File: src/rtl/key_debounce_arbiter.sv
// Debounces N_KEYS buttons with one shared stability counter.
// Keys whose synchronized level differs from their debounced level get the counter in round-robin order.
module key_debounce_arbiter #(
    parameter int unsigned N_KEYS          = 4,
    parameter int unsigned DEBOUNCE_CYCLES = 1500000,
    parameter int unsigned CNT_W           = 21,
    parameter int unsigned IDX_W           = 2
) (
    input  logic              clk,
    input  logic              rst_n,
    input  logic [N_KEYS-1:0] key,
    output logic [N_KEYS-1:0] key_pulse,
    output logic [N_KEYS-1:0] key_level,
    output logic              busy,
    output logic [IDX_W-1:0]  active_idx
);

    localparam logic [CNT_W-1:0] CNT_MAX = CNT_W'(DEBOUNCE_CYCLES);

    typedef enum logic {
        IDLE   = 1'b0,
        SETTLE = 1'b1
    } state_e;

    state_e             state_q, state_d;
    logic [N_KEYS-1:0]  sync1_q, sync2_q;
    logic [N_KEYS-1:0]  level_q, level_d;
    logic [N_KEYS-1:0]  pulse_q, pulse_d;
    logic [IDX_W-1:0]   idx_q, idx_d;
    logic [IDX_W-1:0]   rr_ptr_q, rr_ptr_d;
    logic [CNT_W-1:0]   cnt_q, cnt_d;
    logic               val_q, val_d;
    logic               busy_q, busy_d;

    logic [N_KEYS-1:0]  diff;
    logic [N_KEYS-1:0]  active_onehot;
    logic [IDX_W-1:0]   next_ptr;
    logic [IDX_W-1:0]   grant_idx;
    logic               grant_found;
    logic               grant_val;
    logic               stable;
    int unsigned        cand;

    // Two-flop synchronizer for the asynchronous raw inputs
    always_ff @(posedge clk or negedge rst_n) begin
        if (!rst_n) begin
            sync1_q <= '0;
            sync2_q <= '0;
        end else begin
            sync1_q <= key;
            sync2_q <= sync1_q;
        end
    end

    assign diff          = sync2_q ^ level_q;
    assign active_onehot = N_KEYS'(1) << idx_q;
    assign stable        = (|(sync2_q & active_onehot)) == val_q;
    assign next_ptr      = IDX_W'((32'(idx_q) + 32'd1) % N_KEYS);
    assign grant_val     = |(sync2_q & (N_KEYS'(1) << grant_idx));

    // Round-robin search for the first pending key starting at rr_ptr
    always_comb begin
        grant_found = 1'b0;
        grant_idx   = '0;
        cand        = 0;
        for (int unsigned i = 0; i < N_KEYS; i++) begin
            cand = (32'(rr_ptr_q) + i) % N_KEYS;
            if (!grant_found && (|(diff & (N_KEYS'(1) << cand)))) begin
                grant_found = 1'b1;
                grant_idx   = IDX_W'(cand);
            end
        end
    end

    always_ff @(posedge clk or negedge rst_n) begin
        if (!rst_n) begin
            state_q  <= IDLE;
            level_q  <= '0;
            pulse_q  <= '0;
            idx_q    <= '0;
            rr_ptr_q <= '0;
            cnt_q    <= '0;
            val_q    <= 1'b0;
            busy_q   <= 1'b0;
        end else begin
            state_q  <= state_d;
            level_q  <= level_d;
            pulse_q  <= pulse_d;
            idx_q    <= idx_d;
            rr_ptr_q <= rr_ptr_d;
            cnt_q    <= cnt_d;
            val_q    <= val_d;
            busy_q   <= busy_d;
        end
    end

    always_comb begin
        state_d  = state_q;
        level_d  = level_q;
        pulse_d  = '0;
        idx_d    = idx_q;
        rr_ptr_d = rr_ptr_q;
        cnt_d    = cnt_q;
        val_d    = val_q;
        unique case (state_q)
            IDLE: begin
                if (grant_found) begin
                    idx_d   = grant_idx;
                    val_d   = grant_val;
                    cnt_d   = CNT_W'(1);
                    state_d = SETTLE;
                end
            end
            SETTLE: begin
                if (!stable) begin
                    rr_ptr_d = next_ptr;
                    cnt_d    = '0;
                    state_d  = IDLE;
                end else if (cnt_q < CNT_MAX) begin
                    cnt_d = cnt_q + CNT_W'(1);
                end else begin
                    // Commit; a pulse is only emitted on a press
                    level_d  = val_q ? (level_q | active_onehot) : (level_q & ~active_onehot);
                    pulse_d  = val_q ? active_onehot : '0;
                    rr_ptr_d = next_ptr;
                    cnt_d    = '0;
                    state_d  = IDLE;
                end
            end
            default: state_d = IDLE;
        endcase
        busy_d = (state_d == SETTLE);
    end

    assign key_pulse  = pulse_q;
    assign key_level  = level_q;
    assign busy       = busy_q;
    assign active_idx = idx_q;

endmodule

File: config.mk
export PLATFORM = sky130hd
export DESIGN_NAME = key_debounce_arbiter
export DESIGN_NICKNAME = d
export VERILOG_FILES = /design/src/rtl/key_debounce_arbiter.sv
export SDC_FILE = /design/constraint.sdc
export NUM_CORES = 1
export LEC_CHECK = 0
export BUFFER_PORTS_ARGS = -buffer_cell sky130_fd_sc_hd__buf_2
export CORE_ASPECT_RATIO = 1.2
export CORE_MARGIN = 5
export CORE_UTILIZATION = 65
export CTS_BUF_LIST = sky130_fd_sc_hd__clkbuf_2
export CTS_CLUSTER_SIZE = 25
export DETAILED_ROUTE_END_ITERATION = 7
export PLACE_DENSITY_LB_ADDON = 0.1
export SETUP_SLACK_MARGIN = 0.15
export SYNTH_ARGS = -nofsm -noshare
export SYNTH_HDL_FRONTEND = slang
export SYNTH_SLANG_ARGS = --single-unit
File: constraint.sdc
create_clock -name clk -period 4.2 [get_ports clk]
set_clock_uncertainty 0.1 [all_clocks]
set_input_delay 0.84 -clock clk [delete_from_list [all_inputs] [get_ports clk]]
set_output_delay 0.84 -clock clk [all_outputs]
set_load 0.005 [all_outputs]
* Yosys cells after proc, flatten, opt, wreduce, memory -nomap -nowiden
Index checks and enable logic that the tools add are counted.
** Storage, ports and cells
- Bits in registers :: 43
- Input bits :: 6
- Logic and storage cells :: 74
** Cells by class
- $add $sub $neg :: 5
- Magnitude comparators :: 1
- Eq/ne operators :: 3
- Shifts and indexed selects :: 6
- Muxes and demuxes :: 23
- Bitwise operators :: 12
- Reductions and logical operators :: 15
** Operators with widths (count)
- two-way mux 21 bit :: 3
- case mux 21 bit (2 select lines) :: 1
- bitwise AND 4 bit :: 7
- OR reduction 4 bit :: 6
- << shifter 1 x 2 -> 4 bit (first input constant) :: 6
- adder 21 x 1 -> 21 bit (second input constant) :: 1
- < comparator 21 bit (second input constant) :: 1
- two-way mux 4 bit :: 5
- two-way mux 2 bit :: 6
- two-way mux 1 bit :: 7
- adder 2 x 1 -> 2 bit (second input constant) :: 2
- adder 2 bit (second input constant) :: 2
- != test 2 bit (second input constant) :: 2
- NOT 4 bit :: 1
- OR 4 bit :: 1
- AND reduction 2 bit :: 2
- XOR 4 bit :: 1
- logical AND 1 bit :: 3
- logical NOT 1 bit :: 3
- AND reduction 3 bit :: 1
- NOT 1 bit :: 2
- case mux 1 bit (2 select lines) :: 1
- == test 1 bit :: 1

* Depth between registers and ports, before layout
- Word-level depth :: 16
- Gate-level depth with buffers :: 10
- Mapped depth without buffers :: 9

* Worst setup path after synthesis
Ideal clock, no wire load.
- Kind :: register to register
- Start :: reg rr_ptr_q[0]
- End :: reg val_q
- Setup time :: 0.080 ns
- Arrival :: 2.184 ns
- Data required time :: 4.020 ns
- Slack :: 1.836 ns
- Stages on the path, launching flop included :: 9
- Buffers on the path :: 0
- Period minus slack after synthesis :: 2.364 ns
- Path through :: dfrtp_1 -> inv_1 -> ha_1 -> a22oi_2 -> nand2_2 -> or2_4 -> a311o_1 -> a2111o_1 -> o211ai_2
** On the way
- Word-level cells in the longest chain between the ends :: 16
** RTL lines
- start: declaration :: RTL line 30 : logic [IDX_W-1:0] rr_ptr_q, rr_ptr_d;
- start signal: assignment :: RTL line 90 : rr_ptr_q <= rr_ptr_d;
- branches (longest 16 deep; another with adder 2 x 1 -> 2 bit)
- end signal: assignment :: RTL line 92 : val_q <= val_d;
- end: declaration :: RTL line 32 : logic val_q, val_d;
Several ways; the timed one is not identified.
A chain may end at the register's enable or synchronous reset.

* Worst setup path after layout
- Start :: reg idx_q[0], in the netlist active_idx[0]
- End :: reg cnt_q[10]
** On the way
- Word-level cells in the longest chain between the ends :: 6
** RTL lines
- start: declaration :: RTL line 29 : logic [IDX_W-1:0] idx_q, idx_d;
- start signal: assignment :: RTL line 89 : idx_q <= idx_d;
- << shifter 1 x 2 -> 4 bit :: RTL line 56 : assign active_onehot = N_KEYS'(1) << idx_q;
- bitwise AND 4 bit :: RTL line 57 : assign stable = (|(sync2_q & active_onehot)) == val_q;
- OR reduction 4 bit :: RTL line 57
- == test 1 bit :: RTL line 57
- two-way mux 21 bit :: RTL line 115 : if (!stable) begin
- case mux 21 bit (2 select lines) :: RTL line 105 : unique case (state_q)
- end signal: assignment :: RTL line 91 : cnt_q <= cnt_d;
- end: declaration :: RTL line 31 : logic [CNT_W-1:0] cnt_q, cnt_d;
Every way passes these cells.

==> out/results.ini <==
[clocking]
clock_latency_ns=0.40
post_cts_resized=0
cts_max_path_buffers=2
hold_buffers=0
cts.clk_slew.worst_paths_ns=0.23
cts_buffers=5
cts_tree=built
htreeDepth=2
ctsRootBufferMaster=clkbuf_2
postCtsSetupRepairBufs=0
cts.sink_count=43

[sta]
setup_tns_ns=0
finalCritPeriodShare=0.731
setup_viol=0
relSlewSlack=0.297
rsz0062_at_grt=no
min_period_ns=3.07
fin_ws_ns=1.13
hold_slack_ns=0.274
slew_viol_final=0
worstMarginPinSlew_ns=1.05
final_hold_viol_count=0
max_freq_mhz=325

[floorplan]
die_area_sq_mm=0.00498
core-area_sq_mm=0.00360
die_x_microns=65.3
io_pins=17
rows=24
die_h_microns=76.3
start_util=0.661

[placement]
hpwl_microns=3450
port_buffers=16
dp.cells=283
dp_slack_ns=1.25
place_congestion=0.864

[logic_synthesis]
synth_common_cells=dfrtp_1, nand2_1, a21oi_1
synth-edff-count=0
synthSimpleGateAreaFrac=0.162
synth_top_cell_by_area=dfrtp_1
synth_compound_area_frac=0.239
syn_area_per_cell_sq_um=10.2
yosys_most_used_dff=dfrtp_1
synth_xor_area_frac=0.0457
synth_seq_cells=43
syn_area_sq_mm=0.00238
synth_async_sr_flop_share=1.00
syn-num-nets=250
yosys-mux-area-fraction=0.0220
synth.distinct_cells=45
netlist_instances=233
synth_top_family_by_area=compound AO/OA/AOI/OAI gates
synthAdderAreaFrac=0.0577
yosys_warnings=0
synth_top_area_share=0.451
yosysMostFrequentCell=dfrtp_1
yosysSeqAreaShare=0.451
synthTopCellsByArea=dfrtp_1, ha_1, a21oi_1, nand2_1, a31oi_1

[worst_setup_path]
critPathTopFamily=compound AO/OA/AOI/OAI gates
critPathBufInv=1
rrSetupSlack_ns=1.13
crit_fanout=26
slowest_delay_ns=0.79
critPathSlowestCell=a21oi_2
crit_cells=9
ff2ff_path_depth=9
crit_type=reg2reg
crit_required_ns=4.42
end_kind=flip-flop
critPathArrivalTime_ns=3.30
crit_chain=inv_1 > ha_1 > a22o_1 > a221oi_2 > xor2_1 > nand2_1 > a21oi_2 > o21ai_0 > a31oi_1
startpoint_type=flip-flop

[detailed_routing]
wl_microns=4760
drt_iter0_markers=125
first_pass_iters=4
routedWlPerCell_microns=16.4
drtAntennaViolNets=0
via_per_inst=6.20
num_vias=1803
drc=0

[final_layout]
area_growth_pct=8.24
drive_above_1_share=0.187
antenna_cells=0
instances_no_fill=291
fin_nets=268

[run]
maxCapViolCount=0

[global_routing]
grt_overflow_total=0
grt_max_degree=44
grt_pass1_vias=1779
grt_pass1_wl_microns=8200
antenna_found_initial=0
grtUsageTotal=0.208

[pwr]
vdd_ir_drop_max_uv=440
power_w=0.00161
leakage_nw=1.21
cellPowerDensity_mw_per_mm2=625

[hold_path]
hold_class=reg2reg
holdPathStages=0

[outcome]
status=completed

-- registers in the layout, indices dropped and copies added (netlist names), named ones only --
name / cells
val_q: 1
busy: 1
cnt_q: 21
key_pulse: 4
sync2_q: 4
rr_ptr_q: 2
active_idx: 2
sync1_q: 4
-- power breakdown --
| part | internal, W | leakage, nW | switching, W |
|---|---|---|---|
| combinational | 0.000305 | 0.593 | 0.000482 |
| clock | 0.000163 | 0.0532 | 0.000131 |
| sequential | 0.000462 | 0.566 | 0.0000710 |
| total | 0.000929 | 1.21 | 0.000683 |
-- final timing paths --
check                                   start            to
worst max-delay path            active_idx[0]     cnt_q[10]
worst min register to register     sync1_q[2]    sync2_q[2]
worst min-delay path               sync1_q[2]    sync2_q[2]
min in group asynchronous               rst_n  key_pulse[2]
max in group asynchronous               rst_n      cnt_q[5]
worst max register to register  active_idx[0]     cnt_q[10]
-- placed cells by master, fill, tap and decap left out, types with 3 or more instances in the layout --
master / n
xor2_1: 5
ha_1: 11
clkbuf_2: 6
a22oi_2: 5
and2_1: 3
nand2_1: 23
a22oi_1: 4
nand2b_1: 4
mux2i_1: 3
a21oi_1: 19
dfrtp_1: 43
a31oi_1: 11
o21ai_0: 13
nor2b_1: 4
xor2_2: 4
inv_1: 8
buf_2: 16
a21o_1: 5
nand2_2: 3
nand3_1: 9
nor2_1: 9
and3_1: 11
a22o_1: 4
-- kinds of logic after synthesis --
| logic type | Yosys count |
|---|---|
| muxes | 5 |
| buffers and inverters | 13 |
| DFF | 43 |
| and+or+nand+nor | 73 |
| AOI/OAI and AO/OA | 79 |
| adders and majority gates | 11 |
| xor gates and xnor gates | 9 |
-- area by class of cell --
cell class | count | area, sq um
multi-input cells | 177 | 1250
clock inverters | 2 | 60.1
clock buffers | 6 | 30.0
inverters | 8 | 30.0
well taps | 39 | 48.8
fillers | 277 | 1020
repair buffers | 16 | 80.1
flip-flops and latches | 43 | 1080
-- per-stage QoR --
step                 util  cell area, sq um
floorplan               -              2380
global placement    0.691              2490
detailed placement  0.691              2490
CTS                 0.716              2580
global route        0.716              2580
finish              0.716              2580
-- worst reg2reg max path, stage by stage, from the launching register on --
cell	delay [ns]
dfrtp_1	0.52
inv_1	0.10
ha_1	0.23
a22o_1	0.22
a221oi_2	0.20
xor2_1	0.20
nand2_1	0.13
a21oi_2	0.79
o21ai_0	0.26
a31oi_1	0.23
-- per-layer routing --
| layer | global-route usage | vias up | wire length, microns |
|---|---|---|---|
| met5 | 0 | - | 0 |
| met4 | 0.0705 | 0 | 117 |
| met3 | 0.0457 | 11 | 178 |
| met2 | 0.361 | 40 | 2500 |
| met1 | 0.252 | 867 | 1970 |
| li1 | - | 885 | - |
Note: power is estimated with default switching activity, not from simulation.
